--- src/rtl/multi_pulse_sync_pkg.sv ---
// Shared types for multi_pulse_sync: edge modes, report bundle,
// and the round-robin pick helper.
package multi_pulse_sync_pkg;

  typedef enum logic [1:0] {
    RISE = 2'b00,
    FALL = 2'b01,
    BOTH = 2'b10,
    OFF  = 2'b11
  } edge_mode_e;

  localparam int RPT_ID_W  = 5;
  localparam int RPT_CNT_W = 32;

  typedef struct packed {
    logic [RPT_ID_W-1:0]  id;
    logic [RPT_CNT_W-1:0] cnt;
    logic                 ovf;
  } rpt_t;

  // Lowest requesting index at or after ptr, wrapping modulo n.
  function automatic logic [RPT_ID_W-1:0] rr_pick(
    input logic [31:0] req,
    input int          ptr,
    input int          n
  );
    logic [RPT_ID_W-1:0] win;
    logic                found;
    int                  idx;
    win   = '0;
    found = 1'b0;
    for (int i = 0; i < 32; i++) begin
      if (i < n) begin
        idx = (ptr + i) % n;
        if (!found && req[idx[4:0]]) begin
          win   = idx[RPT_ID_W-1:0];
          found = 1'b1;
        end
      end
    end
    return win;
  endfunction

endpackage

--- src/rtl/multi_pulse_sync_chan.sv ---
// One capture channel: sync chain, stability filter, edge qualify.
// Ports: clk, n_rst, async_in, mode -> hit (same-cycle), pulse (registered).
module pulse_sync_chan
  import multi_pulse_sync_pkg::*;
#(
  parameter int SYNC_STAGES   = 2,
  parameter int FILTER_CYCLES = 0
) (
  input  logic       clk,
  input  logic       n_rst,
  input  logic       async_in,
  input  edge_mode_e mode,
  output logic       hit,
  output logic       pulse
);

  localparam int FW =
    (FILTER_CYCLES > 0) ? $clog2(FILTER_CYCLES + 1) : 1;

  logic [SYNC_STAGES-1:0] sync_q;
  logic                   lvl_q;
  logic [FW-1:0]          fcnt_q;
  logic                   s;
  logic                   diff;
  logic                   toggle;

  assign s = sync_q[SYNC_STAGES-1];

  always_comb begin
    diff   = (s != lvl_q);
    toggle = diff && (fcnt_q == FW'(FILTER_CYCLES));
    hit    = 1'b0;
    unique case (mode)
      RISE: hit = toggle && !lvl_q;
      FALL: hit = toggle && lvl_q;
      BOTH: hit = toggle;
      OFF:  hit = 1'b0;
    endcase
  end

  always_ff @(posedge clk or negedge n_rst) begin
    if (!n_rst) begin
      sync_q <= '0;
      lvl_q  <= 1'b0;
      fcnt_q <= '0;
      pulse  <= 1'b0;
    end else begin
      sync_q <= {sync_q[SYNC_STAGES-2:0], async_in};
      pulse  <= hit;
      if (toggle) begin
        lvl_q  <= s;
        fcnt_q <= '0;
      end else if (diff) begin
        fcnt_q <= fcnt_q + 1'b1;
      end else begin
        fcnt_q <= '0;
      end
    end
  end

endmodule

--- src/rtl/multi_pulse_sync.sv ---
// Multi-channel async event capture with per-channel counters and a
// round-robin ready/valid report slot draining the counts.
module multi_pulse_sync
  import multi_pulse_sync_pkg::*;
#(
  parameter int CHANNELS      = 4,
  parameter int SYNC_STAGES   = 2,
  parameter int FILTER_CYCLES = 0,
  parameter int CNT_W         = 4,
  localparam int ID_W =
    (CHANNELS > 1) ? $clog2(CHANNELS) : 1
) (
  input  logic                  clk,
  input  logic                  n_rst,
  input  logic [CHANNELS-1:0]   async_in,
  input  logic [2*CHANNELS-1:0] edge_mode,
  output logic [CHANNELS-1:0]   pulse,
  output logic                  rpt_valid,
  input  logic                  rpt_ready,
  output logic [ID_W-1:0]       rpt_id,
  output logic [CNT_W-1:0]      rpt_cnt,
  output logic                  rpt_ovf
);

  logic [CHANNELS-1:0] hit;
  logic [CNT_W-1:0]    cnt_q [CHANNELS];
  logic [CHANNELS-1:0] ovf_q;
  logic [ID_W-1:0]     ptr_q;
  logic [ID_W-1:0]     ptr_nx;
  logic [31:0]         req;
  logic [RPT_ID_W-1:0] win;
  logic [ID_W-1:0]     win_idx;
  logic                load;
  rpt_t                slot_q;
  logic                slot_unused;

  for (genvar g = 0; g < CHANNELS; g++) begin : g_chan
    pulse_sync_chan #(
      .SYNC_STAGES  (SYNC_STAGES),
      .FILTER_CYCLES(FILTER_CYCLES)
    ) u_chan (
      .clk     (clk),
      .n_rst   (n_rst),
      .async_in(async_in[g]),
      .mode    (edge_mode_e'(edge_mode[2*g +: 2])),
      .hit     (hit[g]),
      .pulse   (pulse[g])
    );
  end

  always_comb begin
    req = '0;
    for (int i = 0; i < CHANNELS; i++) begin
      req[i] = |cnt_q[i];
    end
    win     = rr_pick(req, int'(ptr_q), CHANNELS);
    win_idx = win[ID_W-1:0];
    load    = (!rpt_valid || rpt_ready) && (|req);
    if (int'(win_idx) + 1 == CHANNELS) ptr_nx = '0;
    else ptr_nx = win_idx + 1'b1;
  end

  // A hit on the channel being drained restarts its count at 1.
  always_ff @(posedge clk or negedge n_rst) begin
    if (!n_rst) begin
      for (int i = 0; i < CHANNELS; i++) begin
        cnt_q[i] <= '0;
      end
      ovf_q <= '0;
    end else begin
      for (int i = 0; i < CHANNELS; i++) begin
        if (load && win_idx == ID_W'(i)) begin
          cnt_q[i] <= CNT_W'(hit[i]);
          ovf_q[i] <= 1'b0;
        end else if (hit[i]) begin
          if (&cnt_q[i]) ovf_q[i] <= 1'b1;
          else cnt_q[i] <= cnt_q[i] + 1'b1;
        end
      end
    end
  end

  always_ff @(posedge clk or negedge n_rst) begin
    if (!n_rst) begin
      slot_q    <= '0;
      rpt_valid <= 1'b0;
      ptr_q     <= '0;
    end else if (load) begin
      slot_q.id  <= win;
      slot_q.cnt <= RPT_CNT_W'(cnt_q[win_idx]);
      slot_q.ovf <= ovf_q[win_idx];
      rpt_valid  <= 1'b1;
      ptr_q      <= ptr_nx;
    end else if (rpt_ready) begin
      rpt_valid <= 1'b0;
    end
  end

  assign rpt_id      = slot_q.id[ID_W-1:0];
  assign rpt_cnt     = slot_q.cnt[CNT_W-1:0];
  assign rpt_ovf     = slot_q.ovf;
  assign slot_unused = ^slot_q;

endmodule

--- config.mk ---
export PLATFORM = sky130hd
export DESIGN_NAME = multi_pulse_sync
export DESIGN_NICKNAME = d
export VERILOG_FILES = /design/src/rtl/multi_pulse_sync_pkg.sv /design/src/rtl/multi_pulse_sync_chan.sv /design/src/rtl/multi_pulse_sync.sv
export SDC_FILE = /design/constraint.sdc
export NUM_CORES = 1
export LEC_CHECK = 0
export CORE_MARGIN = 1
export CORE_UTILIZATION = 25
export CTS_BUF_LIST = sky130_fd_sc_hd__clkbuf_8 sky130_fd_sc_hd__clkbuf_16
export CTS_CLUSTER_SIZE = 16
export DETAILED_ROUTE_END_ITERATION = 10
export RECOVER_POWER = 100
export SLEW_MARGIN = 30
export SYNTH_ARGS = -nofsm -noshare
export SYNTH_HDL_FRONTEND = slang
export SYNTH_SLANG_ARGS = --single-unit
export TNS_END_PERCENT = 5
--- constraint.sdc ---
create_clock -name clk -period 2.9 [get_ports clk]
set_input_delay 0.29 -clock clk [delete_from_list [all_inputs] [get_ports clk]]
set_output_delay 0.29 -clock clk [all_outputs]
set_load 0.1 [all_outputs]
==> results.json <==
{
  "placed_cells": 370,
  "synth_top_cells_by_area": "dfrtp_1 48%, ha_1 4.2%, mux2i_1 3.8%",
  "tightestPinTransition_ns": 2.495,
  "post-cts-setup-buffer-count": 0,
  "clock_insertion_delay_worst_skew_ns": 0.31,
  "finalClockSkew_ns": 0.01044,
  "synthesized_nets": 248,
  "areaGrowthSynthToFinish_pct": 15.43,
  "route.detailed.vias_per_inst": 4.463,
  "h-tree-depth": 2,
  "tns_ns": 0,
  "yosysUniqueCellTypes": 48,
  "place_congestion": 0.7614,
  "cp-start-kind": "flop",
  "die_y_um": 99.98,
  "die_width_um": 99.98,
  "cp_data_required_time_ns": 3.09,
  "worstReg2RegStart": "cnt_q[4]",
  "fin_crit_sh_pct": 89.52,
  "grt.overflow.total": 0,
  "seq_area_sq_mm": 0.001151,
  "synthFlopType": "dfrtp_1",
  "setup_violations": 0,
  "placement_rows": 35,
  "placement.setup.worst_slack_ns": 0.3576,
  "final_area_sq_mm": 0.002770,
  "post_layout_nonfiller_instances": 378,
  "final_layout_size_suffix_gt1_share_pct": 9.237,
  "slew_violations": 47,
  "finalCriticalPeriod_ns": 2.596,
  "io_pins": 27,
  "synthDominantAreaCellType": "dfrtp_1",
  "ctsHoldBuffers": 0,
  "path_category_of_the_worst_min_delay_check": "reg -> reg",
  "total_via_count_after_detailed_routing": 1687,
  "hold_path.startpoint": "g_chan[1].u_chan.sync_q[0]",
  "grt_pass1_wl_mm": 7.990,
  "seq_area_frac_synth_pct": 47.97,
  "grtUsageMet2_pct": 16.45,
  "cts_buffers": 5,
  "max_freq_mhz": 385.2,
  "cellPowerDensity_mw_per_mm2": 1134,
  "power.ir.vdd_worst_uv": 322.2,
  "grt_antenna_before_repair": 0,
  "post_synth_instance_area_sq_mm": 0.002400,
  "layout_common_cells": "46 x dfrtp_1, 24 x nor2_1, 14 x nand3_1",
  "fp.dieArea_sq_mm": 0.009995,
  "nets": 271,
  "cts_root_buf": "clkbuf_8",
  "path_cells": "inv_1 -> ha_1 -> nor3b_2 -> o221ai_1 -> a22oi_4 -> mux2_1 -> a211oi_2 -> nor3_1",
  "postSynth.asyncResetShare_pct": 100.0,
  "detail_route.wirelength_mm": 4.546,
  "worstPathBufferInverterCount": 1,
  "relSlewSlack_pct": -66.35,
  "ys.warnings.count": 0,
  "worst-path-max-fanout": 17,
  "grt_util_all_layers_pct": 10.17,
  "setup.worst_path.class": "reg -> reg",
  "leakage_nw": 1.212,
  "multiInputGateArea_sq_mm": 0.001112,
  "report.power.total_mw": 3.141,
  "cts_sinks": 46,
  "critical_path.max_stage_delay_ns": 0.54,
  "floorplan.initialDensity_pct": 25.85,
  "layout.cells.most_common": "dfrtp_1",
  "cts_tree": "yes",
  "first_global_vias": 1645,
  "drt_iter0_markers": 63,
  "timing.critical_path.to_type": "flop",
  "antenna_violating_nets_post_route": 0,
  "ys_ff_latch": 46,
  "design.core.area_sq_mm": 0.009284,
  "worst_setup_path_startpoint": "cnt_q[4]",
  "timing.critical_path.slowest_stage_cell": "a22oi_4",
  "synth_top_area_share_pct": 47.97,
  "grt_use_met3_pct": 2.019,
  "violations": "capacitance limit, slew limit",
  "layer_with_the_highest_usage_after_global_routing": "met2",
  "post_synth_inst_count": 225,
  "synth.avg_cell_area_sq_um": 10.67,
  "post-dp-hpwl_mm": 3.252,
  "outcome": "complete, but fails checks",
  "drcViolationCount": 0,
  "synth_edf_count": 0,
  "num-fill-cells": 1000,
  "drtPass1Iterations": 4,
  "maximum_number_of_pins_on_one_net_before_global_route_repair": 47,
  "count_of_buffers_from_port_buffering": 26,
  "antenna-diode-count": 0,
  "report.final.hold_viol_count": 0,
  "worst_ep_arrival_time_ns": 2.79,
  "wl_per_cell_um": 12.03,
  "setup_repair_after_global_routing_missed_its_margin": "no",
  "post_dp_cell_area_sq_mm": 0.002729,
  "critPathTopFamily": "compound AO/OA/AOI/OAI gates",
  "post-route-worst-setup-slack_ns": 0.3039,
  "max-cap-violations": 1,
  "worst_setup_hold_path_clk_slew_ns": 0.09,
  "cts.repair.resized": 0,
  "global_route.usage.met1_pct": 13.14,
  "clk_path_buf_depth": 2
}
state kept, by name (all words and copies together), names as in the netlist:
register              count
g_chan.u_chan.sync_q      8
ovf_q                     4
rpt_cnt                   4
cnt_q                    16
g_chan.u_chan.lvl_q       4
ptr_q                     2
rpt_valid                 1
rpt_id                    2
rpt_ovf                   1
g_chan.u_chan.pulse       4
where the power goes:
part	total (mW)	switching [mW]	internal, mW
registers	1.03	0.216	0.813
logic	1.65	1.11	0.540
clock network	0.460	0.219	0.241
total	3.14	1.55	1.59
per-stage QoR:
step / utilization [%] / hold WS [ns]
detailed placement: 29.39 / 0.3371
global placement: 29.37 / 0.3333
finish: 29.84 / 0.3463
floorplan: - / -0.005591
CTS: 30.58 / 0.002907
global route: 29.84 / 0.3684
cell families after synthesis:
group	share of synthesized area [%]
buffers and inverters	4.848
multiplexers	4.849
AND/OR/NAND/NOR	19.45
XOR/XNOR	4.014
flip-flops	47.97
adder cells (fa/ha/maj)	4.171
AO/OA/AOI/OAI	14.70
layout make-up:
| cell class | count | area share [%] |
|---|---|---|
| clock buffer | 8 | 3.975 |
| multi-input combinational | 156 | 40.15 |
| tap | 129 | 5.827 |
| sequential | 46 | 41.55 |
| inverter | 11 | 1.491 |
| timing repair buffer | 28 | 7.001 |
worst paths after layout:
path / to / slack [ns] / cells after the start
setup / recovery: rpt_ovf / 0.30 / 8
hold / removal: g_chan[1].u_chan.sync_q[1] / 0.35 / 0
setup reg to reg: rpt_ovf / 0.30 / 8
hold reg to reg: g_chan[1].u_chan.sync_q[1] / 0.35 / 0
max in group asynchronous: rpt_id[1] / 0.74 / 1
min in group asynchronous: g_chan[2].u_chan.sync_q[0] / 0.74 / 1
worst reg2reg max path, cell delays in order, from the launching register on:
cell	delay [ns]
dfrtp_1	0.44
inv_1	0.11
ha_1	0.14
nor3b_2	0.28
o221ai_1	0.24
a22oi_4	0.54
mux2_1	0.43
a211oi_2	0.22
nor3_1	0.08
Yosys cell counts, types with 5 or more instances:
| library cell | count |
|---|---|
| a21oi_1 | 7 |
| dfrtp_1 | 46 |
| ha_1 | 8 |
| inv_1 | 11 |
| mux2i_1 | 9 |
| nand2_1 | 12 |
| nand2b_1 | 8 |
| nand3_1 | 14 |
| nor2_1 | 24 |
| nor3_1 | 6 |
| o21ai_1 | 5 |
| xnor2_1 | 7 |
routing by layer:
| layer | vias up | wire length [um] |
|---|---|---|
| li1 | 833 | - |
| met1 | 822 | 2132 |
| met4 | 0 | 95 |
| met5 | - | 0 |
| met2 | 26 | 2174 |
| met3 | 6 | 143 |
(Power assumes the default switching activity.)
